$ cat config.mk
export PLATFORM = sky130hd
export DESIGN_NAME = ex_div
export DESIGN_NICKNAME = d
export VERILOG_FILES = /design/src/rtl/ex_div.sv
export SDC_FILE = /design/constraint.sdc
export NUM_CORES = 1
export LEC_CHECK = 0
export CAP_MARGIN = 0
export CORE_MARGIN = 3
export CORE_UTILIZATION = 48
export CTS_BUF_LIST = sky130_fd_sc_hd__clkbuf_16
export CTS_CLUSTER_DIAMETER = 150
export CTS_CLUSTER_SIZE = 16
export DETAILED_ROUTE_END_ITERATION = 7
export GPL_TIMING_DRIVEN = 0
export PLACE_DENSITY = 0.7
export SLEW_MARGIN = 20
export SYNTH_ARGS = -nofsm -noshare
export SYNTH_HDL_FRONTEND = slang
export SYNTH_SLANG_ARGS = --single-unit
export TNS_END_PERCENT = 10
$ cat constraint.sdc
create_clock -name clk -period 3.35 [get_ports clk]
set_input_delay 0.67 -clock clk [delete_from_list [all_inputs] [get_ports clk]]
set_output_delay 0.67 -clock clk [all_outputs]
set_load 0.01 [all_outputs]
$ cat src/rtl/ex_div.sv
// Iterative radix-2 restoring divider (DIV/DIVU), result {remainder, quotient}.
// Optional DIV_EARLY_OUT_EN: skip the iterations when |dividend| < |divisor|.
module ex_div #(
  parameter int WIDTH = 32
) (
  input  logic               clk,
  input  logic               rst,
  input  logic               signed_div_i,
  input  logic [WIDTH-1:0]   opdata1_i,
  input  logic [WIDTH-1:0]   opdata2_i,
  input  logic               start_i,
  input  logic               annul_i,
  output logic [2*WIDTH-1:0] result_o,
  output logic               ready_o
);

  localparam int CW = $clog2(WIDTH + 1);
  localparam logic [CW-1:0] CNT_LAST = CW'(WIDTH);
  localparam logic [CW-1:0] CNT_ONE  = CW'(1);

  typedef enum logic [1:0] {
    S_FREE    = 2'd0,
    S_BY_ZERO = 2'd1,
    S_ON      = 2'd2,
    S_END     = 2'd3
  } state_t;

  state_t             state_q;
  logic [CW-1:0]      cnt_q;
  logic [2*WIDTH:0]   wreg_q;
  logic [WIDTH-1:0]   dvs_q;
  logic               signed_q;
  logic               sign1_q;
  logic               sign2_q;

  logic [WIDTH-1:0]   mag1_d;
  logic [WIDTH-1:0]   mag2_d;
  logic [WIDTH:0]     diff_d;
  logic [WIDTH-1:0]   quo_d;
  logic [WIDTH-1:0]   rem_d;

  // Operand magnitudes, trial subtraction and sign-corrected final result.
  always_comb begin
    mag1_d = (signed_div_i && opdata1_i[WIDTH-1]) ? -opdata1_i : opdata1_i;
    mag2_d = (signed_div_i && opdata2_i[WIDTH-1]) ? -opdata2_i : opdata2_i;
    diff_d = {1'b0, wreg_q[2*WIDTH-1:WIDTH]} - {1'b0, dvs_q};
    quo_d  = (signed_q && (sign1_q ^ sign2_q)) ? -wreg_q[WIDTH-1:0] : wreg_q[WIDTH-1:0];
    rem_d  = (signed_q && sign1_q) ? -wreg_q[2*WIDTH:WIDTH+1] : wreg_q[2*WIDTH:WIDTH+1];
  end

  // Divider FSM with registered result/ready.
  always_ff @(posedge clk) begin
    if (rst) begin
      state_q  <= S_FREE;
      cnt_q    <= '0;
      wreg_q   <= '0;
      dvs_q    <= '0;
      signed_q <= 1'b0;
      sign1_q  <= 1'b0;
      sign2_q  <= 1'b0;
      result_o <= '0;
      ready_o  <= 1'b0;
    end else begin
      case (state_q)
        S_FREE: begin
          ready_o  <= 1'b0;
          result_o <= '0;
          if (start_i && !annul_i) begin
            signed_q <= signed_div_i;
            sign1_q  <= signed_div_i & opdata1_i[WIDTH-1];
            sign2_q  <= signed_div_i & opdata2_i[WIDTH-1];
            dvs_q    <= mag2_d;
            cnt_q    <= '0;
            if (opdata2_i == '0) begin
              state_q <= S_BY_ZERO;
            end
`ifdef DIV_EARLY_OUT_EN
            else if (mag1_d < mag2_d) begin
              // Quotient is zero, remainder is the untouched dividend.
              state_q <= S_END;
              wreg_q  <= {1'b0, opdata1_i, {WIDTH{1'b0}}};
            end
`endif
            else begin
              state_q <= S_ON;
              wreg_q  <= {{WIDTH{1'b0}}, mag1_d, 1'b0};
            end
          end else begin
            state_q <= S_FREE;
          end
        end
        S_BY_ZERO: begin
          wreg_q  <= '0;
          state_q <= S_END;
        end
        S_ON: begin
          if (annul_i) begin
            state_q  <= S_FREE;
            cnt_q    <= '0;
            ready_o  <= 1'b0;
            result_o <= '0;
          end else if (cnt_q != CNT_LAST) begin
            if (diff_d[WIDTH]) begin
              wreg_q <= {wreg_q[2*WIDTH-1:0], 1'b0};
            end else begin
              wreg_q <= {diff_d[WIDTH-1:0], wreg_q[WIDTH-1:0], 1'b1};
            end
            cnt_q <= cnt_q + CNT_ONE;
          end else begin
            state_q  <= S_END;
            cnt_q    <= '0;
            result_o <= {rem_d, quo_d};
            ready_o  <= 1'b1;
          end
        end
        S_END: begin
          if (annul_i || !start_i) begin
            state_q  <= S_FREE;
            ready_o  <= 1'b0;
            result_o <= '0;
          end else if (!ready_o) begin
            // Zero-divisor and early-out paths present their result one cycle after entry.
            ready_o  <= 1'b1;
            result_o <= wreg_q[2*WIDTH-1:0];
          end else begin
            state_q <= S_END;
          end
        end
        default: begin
          state_q  <= S_FREE;
          ready_o  <= 1'b0;
          result_o <= '0;
        end
      endcase
    end
  end

endmodule

==> impl_metrics.json <==
{
  "swShare_pct": 31.65,
  "pwr-share-comb_pct": 20.1,
  "synthFlopType": "dfxtp_1",
  "path_class": "in -> reg",
  "final_util_pct": 59.59,
  "reg2reg_to": "result_o[21]$_SDFFE_PP0P_",
  "syn_nets": 1686,
  "clock_power_share_pct": 38.9,
  "syn_inst": 1572,
  "grt_pass1_wl_um": 63260,
  "final_nets": 1836,
  "post-route-drc-count": 0,
  "dieArea_um2": 26500,
  "whs_endpoint": "result_o[51]$_SDFFE_PP0P_",
  "ys_warn_count": 0,
  "cellPowerDensity_nw_per_um2": 378.3,
  "synthArstFlopShare_pct": 0,
  "r2r_start": "state_q[0]$_SDFFE_PP0P_",
  "avgViaCountPerCell": 6.129,
  "cts.sinks": 173,
  "core-area_um2": 23820,
  "fin_area_um2": 14190,
  "die_h_um": 162.8,
  "root_buffer": "clkbuf_16",
  "drtIter0Drc": 1353,
  "place_hpwl_um": 31260,
  "r2r_cells": 12,
  "final-hold-violation-count": 0,
  "clk_pin_slew_ns": 0.08,
  "worstHoldPathType": "reg -> reg",
  "overflow": 0,
  "layout_commonest_cell": "dfxtp_1",
  "ir_drop_uv": 322.1,
  "die_w_um": 162.8,
  "final-max-slew-violation-count": 0,
  "layout_common_cells": "172 x dfxtp_1, 166 x nand2_1, 157 x o21ai_0",
  "insertion_delay_ns": 0.44,
  "cp-end-kind": "flop",
  "synth.avg_cell_area_um2": 7.506,
  "min_from": "result_o[51]$_SDFFE_PP0P_",
  "gp_congestion": 0.9556,
  "antenna_cells": 0,
  "r2r_setup_slack_ns": 0.09,
  "io-pin-count": 134,
  "grt_max_degree": 18,
  "setup_viol": 0,
  "cts.path.max_buffers": 2,
  "slew_headroom_pct": 42.78,
  "grt_pass1_vias": 11370,
  "ys_ff_latch": 173,
  "cts_hold_buf": 0,
  "yosysUniqueCellTypes": 75,
  "synth_edf_count": 0,
  "netlist_area_um2": 11800,
  "holdPathStages": 2,
  "p_leak_nw": 5.196,
  "power_mw": 5.370,
  "drt-pass1-iter-count": 6,
  "worstPathArrival_ns": 3.63,
  "fmax_mhz": 302.9,
  "tightestPinTransition_ns": 0.8544,
  "finalCritPeriodShare_pct": 98.55,
  "drt_wl_total_um": 40100,
  "layout-drive-gt1-share_pct": 5.130,
  "intPower_mw": 3.670,
  "wl_per_cell_um": 19.52,
  "placed_area_um2": 13530,
  "num_rows": 56,
  "cap_violations": 0,
  "seq_power_share_pct": 41.1,
  "drtAntennaViolNets": 0,
  "rsz0062_at_grt": "true",
  "grtUsageTotal_pct": 29.77,
  "h-tree-depth": 4,
  "yosysSeqAreaShare_pct": 29.35,
  "cts_tree": "built",
  "fin_tns_setup_ns": 0,
  "path_max_fanout": 10,
  "antenna_found_initial": 1,
  "p_switching_mw": 1.699,
  "portBuffers": 132,
  "area_delta_synth_final_pct": 20.31,
  "cts_made_buffers": 17,
  "status": "finished, final reports clean",
  "fin_skew_ns": 0.01439,
  "period_needed_ns": 3.301,
  "via_count": 12590,
  "start_util_pct": 49.53,
  "cp-start-kind": "primary input",
  "cp_data_required_time_ns": 3.67
}
-- kinds of logic (layout without fill, tap and decap cells) --
kind of cell | Yosys count | count (layout) | synth area share (%)
compound gates | 509 | 509 | 27.78
xor+xnor | 108 | 108 | 8.017
fa+ha+maj | 45 | 45 | 4.836
buf+inv | 172 | 335 | 5.843
flops | 173 | 173 | 29.35
mux | 28 | 28 | 2.397
simple gates | 537 | 537 | 21.77
-- synth_stat cells, drive strengths merged (44+ instances only) --
library cell | count | area [um^2]
a211oi | 44 | 330.3
a21oi | 102 | 510.5
clkbuf | 94 | 354.1
dfxtp | 173 | 3463
ha | 44 | 550.5
inv | 55 | 206.5
nand2 | 167 | 629.4
nor2 | 154 | 580.6
nor3 | 55 | 291.5
o21ai | 161 | 805.8
xnor2 | 56 | 490.5
xor2 | 52 | 455.4
-- area by class of cell --
cell class / instances / area [um^2]
Clock buffer: 17 / 425.4
Buffer: 116 / 486.7
Clock inverter: 15 / 178.9
Multi-Input combinational cell: 1227 / 7712
Fill cell: 2203 / 9628
Inverter: 55 / 206.4
Tap cell: 319 / 399.1
Timing Repair Buffer: 132 / 1321
Sequential cell: 173 / 3465
-- metrics by stage --
step                      cells  worst slack [ns]  hold WS (ns)
after floorplan            1572            0.4745        0.4319
after global placement     2023           -0.5961        0.4279
after detailed placement   2023           -0.5837        0.4363
after CTS                  2055           0.04731        0.4475
after global routing       2054          -0.04462        0.4810
final                      2054           0.04872        0.4446
-- power by group through the flow --
stage | clock network, mW | registers, mW | logic [mW]
global placement | 0 | 2.24 | 1.03
finish | 2.09 | 2.20 | 1.08
CTS | 2.10 | 2.20 | 1.05
global route | 2.17 | 2.21 | 1.19
detailed placement | 0 | 2.25 | 1.04
floorplan | 0 | 2.22 | 0.708
-- worst max-delay path by stage --
stage                                  startpoint                         to  cells after the start
after floorplan           wreg_q[44]$_SDFFE_PP0P_    wreg_q[58]$_SDFFE_PP0P_                     10
after global placement                    annul_i    wreg_q[60]$_SDFFE_PP0P_                      8
after detailed placement             opdata2_i[2]    wreg_q[51]$_SDFFE_PP0P_                     10
after CTS                 wreg_q[32]$_SDFFE_PP0P_    wreg_q[59]$_SDFFE_PP0P_                     12
after global routing                      start_i  result_o[21]$_SDFFE_PP0P_                     12
final                                     start_i  result_o[21]$_SDFFE_PP0P_                     12
-- per-layer routing --
layer	wire length, um	part of all wire, %	vias to the layer above	global-route usage [%]
met4	1005	2.5	2	8.151
met3	2907	7.2	58	4.196
met2	17020	42	575	44.30
met1	19160	48	5947	44.80
met5	12	0.030	-	0
li1	-	-	6006	-
-- critical path, cell delays in order --
cell	delay, ns
clkdlybuf4s50_1	0.55
nor2b_1	0.27
and2_1	0.16
clkbuf_1	0.32
nand2_1	0.15
nand3_2	0.23
or3_1	0.15
clkbuf_1	0.34
nor2_1	0.09
buf_2	0.22
a21o_1	0.18
a221o_1	0.29
-- state kept, by name, indices dropped and copies added (netlist names) --
name      flops
result_o     64
sign1_q       1
wreg_q       65
signed_q      1
sign2_q       1
cnt_q         6
ready_o       1
state_q       2
dvs_q        32
-- repair_timing --
item / 4_1_cts / 5_1_grt
resized for setup: 4 / 15
setup endpoints to repair: 43 / 63
pin swaps: 0 / 1
buffers inserted: 0 / 0
(Power assumes the default switching activity.)
